File: src/rtl/axist_avmm_rd_seq.sv
// AVMM read sequencer for the AXI-stream checker channels.
// For each channel in turn: poll the status register until its done bit is
// set, latch the pass / alignment verdict, then read a DATA_WORDS-word data
// snapshot. One read outstanding at a time.
// Optional build macro AXIST_RDSEQ_TIMEOUT_EN: give up on a channel after
// POLL_MAX not-done polls and flag o_timeout; without it polling never ends.
module axist_avmm_rd_seq #(
    parameter int unsigned NUM_CHNL   = 2,
    parameter int unsigned DATA_WORDS = 8,
    parameter int unsigned POLL_GAP   = 20,
    parameter int unsigned POLL_MAX   = 1024
) (
    input  logic                             avmm_clk,
    input  logic                             avmm_rst_n,
    input  logic                             i_start,
    input  logic [32*NUM_CHNL-1:0]           i_sts_addr,
    input  logic [32*NUM_CHNL-1:0]           i_dat_addr,
    output logic [31:0]                      o_address,
    output logic                             o_read,
    input  logic                             i_waitrequest,
    input  logic                             i_readdatavalid,
    input  logic [31:0]                      i_readdata,
    output logic                             o_busy,
    output logic                             o_done,
    output logic [NUM_CHNL-1:0]              o_pass,
    output logic [NUM_CHNL-1:0]              o_err_align,
    output logic [NUM_CHNL-1:0]              o_timeout,
    output logic [32*DATA_WORDS*NUM_CHNL-1:0] o_snap
);

    localparam int unsigned CW = $clog2(NUM_CHNL + 1);
    localparam int unsigned WW = $clog2(DATA_WORDS + 1);
    localparam int unsigned GW = (POLL_GAP > 0) ? $clog2(POLL_GAP + 1) : 1;

    localparam logic [CW-1:0] LAST_CH   = CW'(NUM_CHNL - 1);
    localparam logic [WW-1:0] LAST_WORD = WW'(DATA_WORDS - 1);
    localparam logic [GW-1:0] LAST_GAP  = GW'(POLL_GAP - 1);

    typedef enum logic [2:0] {
        StIdle, StPollRd, StPollWait, StGap, StDataRd, StDataWait, StNextCh, StDone
    } state_t;

    state_t        state;
    logic [CW-1:0] chan;
    logic [CW-1:0] chan_nxt;
    logic [WW-1:0] word;
    logic [WW-1:0] word_nxt;
    logic [GW-1:0] gap_cnt;
    logic [31:0]   cur_sts;
    logic [31:0]   nxt_sts;
    logic [31:0]   cur_dat;
    logic [31:0]   word_addr;

`ifdef AXIST_RDSEQ_TIMEOUT_EN
    localparam int unsigned PW = $clog2(POLL_MAX + 1);
    localparam logic [PW-1:0] LAST_POLL = PW'(POLL_MAX - 1);
    logic [PW-1:0] poll_cnt;
`else
    assign o_timeout = '0;
`endif

    // Per-channel address selection and next data-word address (wraps mod 2^32).
    always_comb begin
        cur_sts  = '0;
        nxt_sts  = '0;
        cur_dat  = '0;
        chan_nxt = chan + 1'b1;
        word_nxt = word + 1'b1;
        for (int unsigned c = 0; c < NUM_CHNL; c++) begin
            if (chan == CW'(c)) begin
                cur_sts = i_sts_addr[32*c +: 32];
                cur_dat = i_dat_addr[32*c +: 32];
            end
            if (chan_nxt == CW'(c)) begin
                nxt_sts = i_sts_addr[32*c +: 32];
            end
        end
        word_addr = cur_dat + (32'(word_nxt) << 2);
    end

    // Sequencer FSM with registered bus outputs and verdicts.
    always_ff @(posedge avmm_clk or negedge avmm_rst_n) begin
        if (!avmm_rst_n) begin
            state       <= StIdle;
            chan        <= '0;
            word        <= '0;
            gap_cnt     <= '0;
            o_read      <= 1'b0;
            o_address   <= '0;
            o_busy      <= 1'b0;
            o_done      <= 1'b0;
            o_pass      <= '0;
            o_err_align <= '0;
            o_snap      <= '0;
`ifdef AXIST_RDSEQ_TIMEOUT_EN
            poll_cnt    <= '0;
            o_timeout   <= '0;
`endif
        end else begin
            o_done <= 1'b0;
            unique case (state)
                StIdle: begin
                    // Stray readdatavalid (read abandoned by reset) is ignored here.
                    if (i_start) begin
                        chan        <= '0;
                        word        <= '0;
                        gap_cnt     <= '0;
                        o_pass      <= '0;
                        o_err_align <= '0;
                        o_snap      <= '0;
`ifdef AXIST_RDSEQ_TIMEOUT_EN
                        poll_cnt    <= '0;
                        o_timeout   <= '0;
`endif
                        o_read      <= 1'b1;
                        o_address   <= i_sts_addr[31:0];
                        o_busy      <= 1'b1;
                        state       <= StPollRd;
                    end
                end
                StPollRd: begin
                    if (!i_waitrequest) begin
                        o_read <= 1'b0;
                        state  <= StPollWait;
                    end
                end
                StPollWait: begin
                    if (i_readdatavalid) begin
                        if (i_readdata[3]) begin
                            for (int unsigned c = 0; c < NUM_CHNL; c++) begin
                                if (chan == CW'(c)) begin
                                    o_pass[c]      <= i_readdata[1] & i_readdata[0];
                                    o_err_align[c] <= ~i_readdata[1];
                                end
                            end
                            word      <= '0;
                            o_read    <= 1'b1;
                            o_address <= cur_dat;
                            state     <= StDataRd;
                        end else
`ifdef AXIST_RDSEQ_TIMEOUT_EN
                        if (poll_cnt == LAST_POLL) begin
                            for (int unsigned c = 0; c < NUM_CHNL; c++) begin
                                if (chan == CW'(c)) begin
                                    o_timeout[c] <= 1'b1;
                                end
                            end
                            state <= StNextCh;
                        end else
`endif
                        begin
`ifdef AXIST_RDSEQ_TIMEOUT_EN
                            poll_cnt <= poll_cnt + 1'b1;
`endif
                            if (POLL_GAP == 0) begin
                                o_read    <= 1'b1;
                                o_address <= cur_sts;
                                state     <= StPollRd;
                            end else begin
                                gap_cnt <= '0;
                                state   <= StGap;
                            end
                        end
                    end
                end
                StGap: begin
                    if (gap_cnt == LAST_GAP) begin
                        o_read    <= 1'b1;
                        o_address <= cur_sts;
                        state     <= StPollRd;
                    end else begin
                        gap_cnt <= gap_cnt + 1'b1;
                    end
                end
                StDataRd: begin
                    if (!i_waitrequest) begin
                        o_read <= 1'b0;
                        state  <= StDataWait;
                    end
                end
                StDataWait: begin
                    if (i_readdatavalid) begin
                        for (int unsigned c = 0; c < NUM_CHNL; c++) begin
                            for (int unsigned w = 0; w < DATA_WORDS; w++) begin
                                if (chan == CW'(c) && word == WW'(w)) begin
                                    o_snap[32*(c*DATA_WORDS+w) +: 32] <= i_readdata;
                                end
                            end
                        end
                        if (word == LAST_WORD) begin
                            state <= StNextCh;
                        end else begin
                            word      <= word_nxt;
                            o_read    <= 1'b1;
                            o_address <= word_addr;
                            state     <= StDataRd;
                        end
                    end
                end
                StNextCh: begin
                    if (chan == LAST_CH) begin
                        o_busy <= 1'b0;
                        o_done <= 1'b1;
                        state  <= StDone;
                    end else begin
                        chan      <= chan_nxt;
`ifdef AXIST_RDSEQ_TIMEOUT_EN
                        poll_cnt  <= '0;
`endif
                        o_read    <= 1'b1;
                        o_address <= nxt_sts;
                        state     <= StPollRd;
                    end
                end
                StDone: begin
                    state <= StIdle;
                end
                default: begin
                    state <= StIdle;
                end
            endcase
        end
    end

endmodule

File: config.mk
export PLATFORM = sky130hd
export DESIGN_NAME = axist_avmm_rd_seq
export DESIGN_NICKNAME = d
export VERILOG_FILES = /design/src/rtl/axist_avmm_rd_seq.sv
export SDC_FILE = /design/constraint.sdc
export NUM_CORES = 1
export LEC_CHECK = 0
export CAP_MARGIN = 10
export CORE_AREA = 10 10 268 270
export CTS_BUF_LIST = sky130_fd_sc_hd__clkbuf_4
export DETAILED_ROUTE_END_ITERATION = 16
export DIE_AREA = 0 0 278 280
export GPL_TIMING_DRIVEN = 0
export SLEW_MARGIN = 15
export SYNTH_ARGS = -nofsm -noshare
export SYNTH_HDL_FRONTEND = slang
export SYNTH_SLANG_ARGS = --single-unit
File: constraint.sdc
create_clock -name avmm_clk -period 5.7 [get_ports avmm_clk]
set_clock_uncertainty 0.05 [all_clocks]
set_input_delay 0.855 -clock avmm_clk [delete_from_list [all_inputs] [get_ports avmm_clk]]
set_output_delay 0.855 -clock avmm_clk [all_outputs]
set_load 0.03 [all_outputs]
==> flow_summary.yaml <==
status:
  status: "complete, no violations"
clocking:
  cts_tree: "done"
  htreeDepth: 4
  clk_pin_slew_ps: 80
  cts_buffers: 154
  worst_skew_pair.late_latency_ps: 990
  cts_root_buffer: "clkbuf_4"
  ctsLongestPathBuffers: 3
  cts_sinks: 565
yosys:
  synth_compound_area_share_pct: 17.8
  netlist_area_um2: 22600
  synth_ff_type: "dfrtp_1"
  yosysWarnings: 0
  yosys-mux-area-fraction_pct: 0.133
  ys_ff_latch: 565
  async_reset_ff_share_pct: 100
  yosysUniqueCellTypes: 65
  synth-simple-area-share_pct: 14.3
  syn_inst: 2302
  synth_edf_count: 0
  synth_top_family_by_area: "compound AO/OA/AOI/OAI gates"
  syn_avg_cell_area_um2: 9.82
  synthXorXnorAreaFrac_pct: 1.01
  ys_seq_area_share_pct: 62.5
  synthAdderAreaFrac_pct: 0.808
final_layout:
  layout.area.seq_um2: 14100
  nNetsFinal: 3361
  layout_common_cells: "714 x clkdlybuf4s50_1, 623 x nand2_1, 565 x dfrtp_1"
  final-instance-count-excl-fill: 4156
  final_common_cell: "clkdlybuf4s50_1"
  area_delta_synth_final_pct: 46.1
  multi_input_area_um2: 7720
  num-fill-cells: 6241
  final_layout_size_suffix_gt1_share_pct: 8.47
die:
  start_util_pct: 34.0
  dieArea_um2: 77800
  die_height_um: 280
  ios: 718
  core_area_um2: 66600
  placement_rows: 95
  die_w_um: 278
setup_path:
  cp_max_fo: 10
  worst_setup_path_end_kind: "register"
  crit_chain: "inv_1, ha_1, buf_6, buf_8, buf_2, buf_2, clkbuf_1, a22o_1, ha_1, o21ai_0, o21bai_1, nand4_2, or4_1, nand3_1, a31oi_1"
  critPathRequiredTime_ps: 6520
  cpPeakStageDelay_ps: 650
  cp.arrival_ps: 5950
  worstSetupPathType: "reg2reg"
  ff2ff_setup_slack_ps: 570
  start_kind: "register"
  crit_slowest_cell: "clkbuf_1"
  ff2ff_path_depth: 15
job:
  maxCapViolCount: 0
placed_design:
  placed_cells_incl_taps: 3898
  io_buffers: 715
  place_hpwl_um: 90500
  globalplace.congestion: 0.953
detailed_routing:
  vias_per_cell: 5.39
  num_vias: 22400
  ant_nets: 0
  drc: 0
  wirelength_um: 116000
  routedWlPerCell_um: 27.8
  drt_first_pass_iters: 7
  dr.first_iter.drc_count: 1884
timing:
  rsz0062_at_grt: "no"
  hold_viol: 0
  relSlewSlack_pct: 17.6
  timing.fmax_mhz: 195
  finalSetupViolations: 0
  setup_tns_ps: 0
  worst_slew_pin_slew_ps: 1230
  finalCriticalPeriod_ps: 5130
  slew_violations: 0
  period_share_pct: 89.9
grt:
  grt_pass1_vias: 22700
  grt_overflow_total: 0
  grt_first_pass_wirelength_um: 164000
  antenna_found_initial: 7
  grt_usage_pct: 28.7
  grt_max_degree: 103
hold_path:
  hold_class: "in2async"
pwr:
  pwr_density_cell_nw_per_um2: 495
  power.leakage_nw: 14.0
  vdd_drop_max_v: 0.000266
-- flip-flops by register name, summed over array words and instances, names as in the netlist, 2 cells and up --
name,flops
o_address,32
chan,2
o_pass,2
word,4
o_err_align,2
gap_cnt,5
state,3
o_snap,512
-- through the flow --
stage               worst slack, ps  hold slack (ps)  util [%]  total power (W)  area (µm²)
floorplan                      2260              423         -          0.00899       22600
global placement             -21230              412      46.4           0.0126       30900
detailed placement              564              419      46.7           0.0126       31100
CTS                             572              218      49.6           0.0164       33000
global route                    311              249      49.6           0.0171       33000
finish                          575              301      49.6           0.0163       33000
-- cells in the mapped netlist, types with 4 or more instances --
cell,instances,area share [%]
a31oi_1,11,0.30
and2_1,4,0.11
nand4b_1,11,0.43
nand3_1,36,0.80
a22o_1,17,0.66
dfrtp_1,565,63
nor3_1,7,0.15
buf_1,4,0.066
nand2b_1,7,0.19
a22oi_1,16,0.53
xor2_1,8,0.31
and3_1,19,0.53
a221oi_1,12,0.46
clkbuf_1,157,2.6
o31ai_1,4,0.13
o221ai_1,8,0.31
inv_1,9,0.15
buf_2,16,0.35
nand4_1,5,0.14
xnor2_1,18,0.70
o21a_1,4,0.13
a211oi_1,5,0.17
nand2_1,623,10
o21ai_1,17,0.38
a222oi_1,15,0.66
o21ai_0,564,12
a21oi_1,26,0.58
o211ai_1,5,0.17
nor2_1,38,0.63
or3_1,6,0.17
ha_1,13,0.72
nor2b_1,4,0.11
-- critical path, delay by kind of cell (launching register included) --
family | cells | cell delay [ps]
DFF | 1 | 390
adders and majority gates | 2 | 530
buffers and inverters | 6 | 1840
AOI/OAI and AO/OA | 4 | 1130
and+or+nand+nor | 3 | 1130
-- cell families (layout without fill, tap and decap cells) --
kind of cell,count (synthesis),count (layout)
AND/OR/NAND/NOR,777,777
AO/OA/AOI/OAI,724,724
flip-flops,565,565
buffers and inverters,192,1170
XOR/XNOR,26,26
adder cells (fa/ha/maj),14,14
multiplexers,3,3
other,1,4
-- cell type report --
type / count / share of cell area (%)
Sequential cell: 565 / 42.8
Buffer: 182 / 2.22
Inverter: 10 / 0.114
Tap cell: 873 / 3.31
Clock inverter: 30 / 0.773
Clock buffer: 225 / 5.12
Timing Repair Buffer: 723 / 22.3
Multi-Input combinational cell: 1546 / 23.4
Antenna cell: 2 / 0.0152
-- what timing repair did --
action	CTS	global route
buffers inserted	0	0
hold buffers	1	0
hold endpoints to repair	38	0
endpoints found under the setup margin	0	0
gates resized for setup	0	0
-- final timing paths --
check,start,endpoint
worst max-delay path,chan[1],o_address[31]
worst min register to register,o_snap[406],o_snap[406]
min in group avmm_clk,o_snap[406],o_snap[406]
worst max register to register,chan[1],o_address[31]
max in group asynchronous,avmm_rst_n,o_snap[95]
worst min-delay path,avmm_rst_n,o_address[7]
-- report_power, final --
part / switching (W) / internal (W)
clock: 0.00177 / 0.00198
sequential: 0.000594 / 0.00488
combinational: 0.00484 / 0.00227
total: 0.00720 / 0.00913
-- metal layers --
layer  vias to the layer above  GRT usage, %  share of wire, %  routed length [µm]
met1                     11100          31.7                37               42400
met2                      1216          48.9                49               56600
met4                         4          13.1               4.6                5280
met3                       245          10.5               9.8               11300
met5                         -             0             0.020                  23
li1                       9770             -                 -                   -
(Power assumes the default switching activity.)
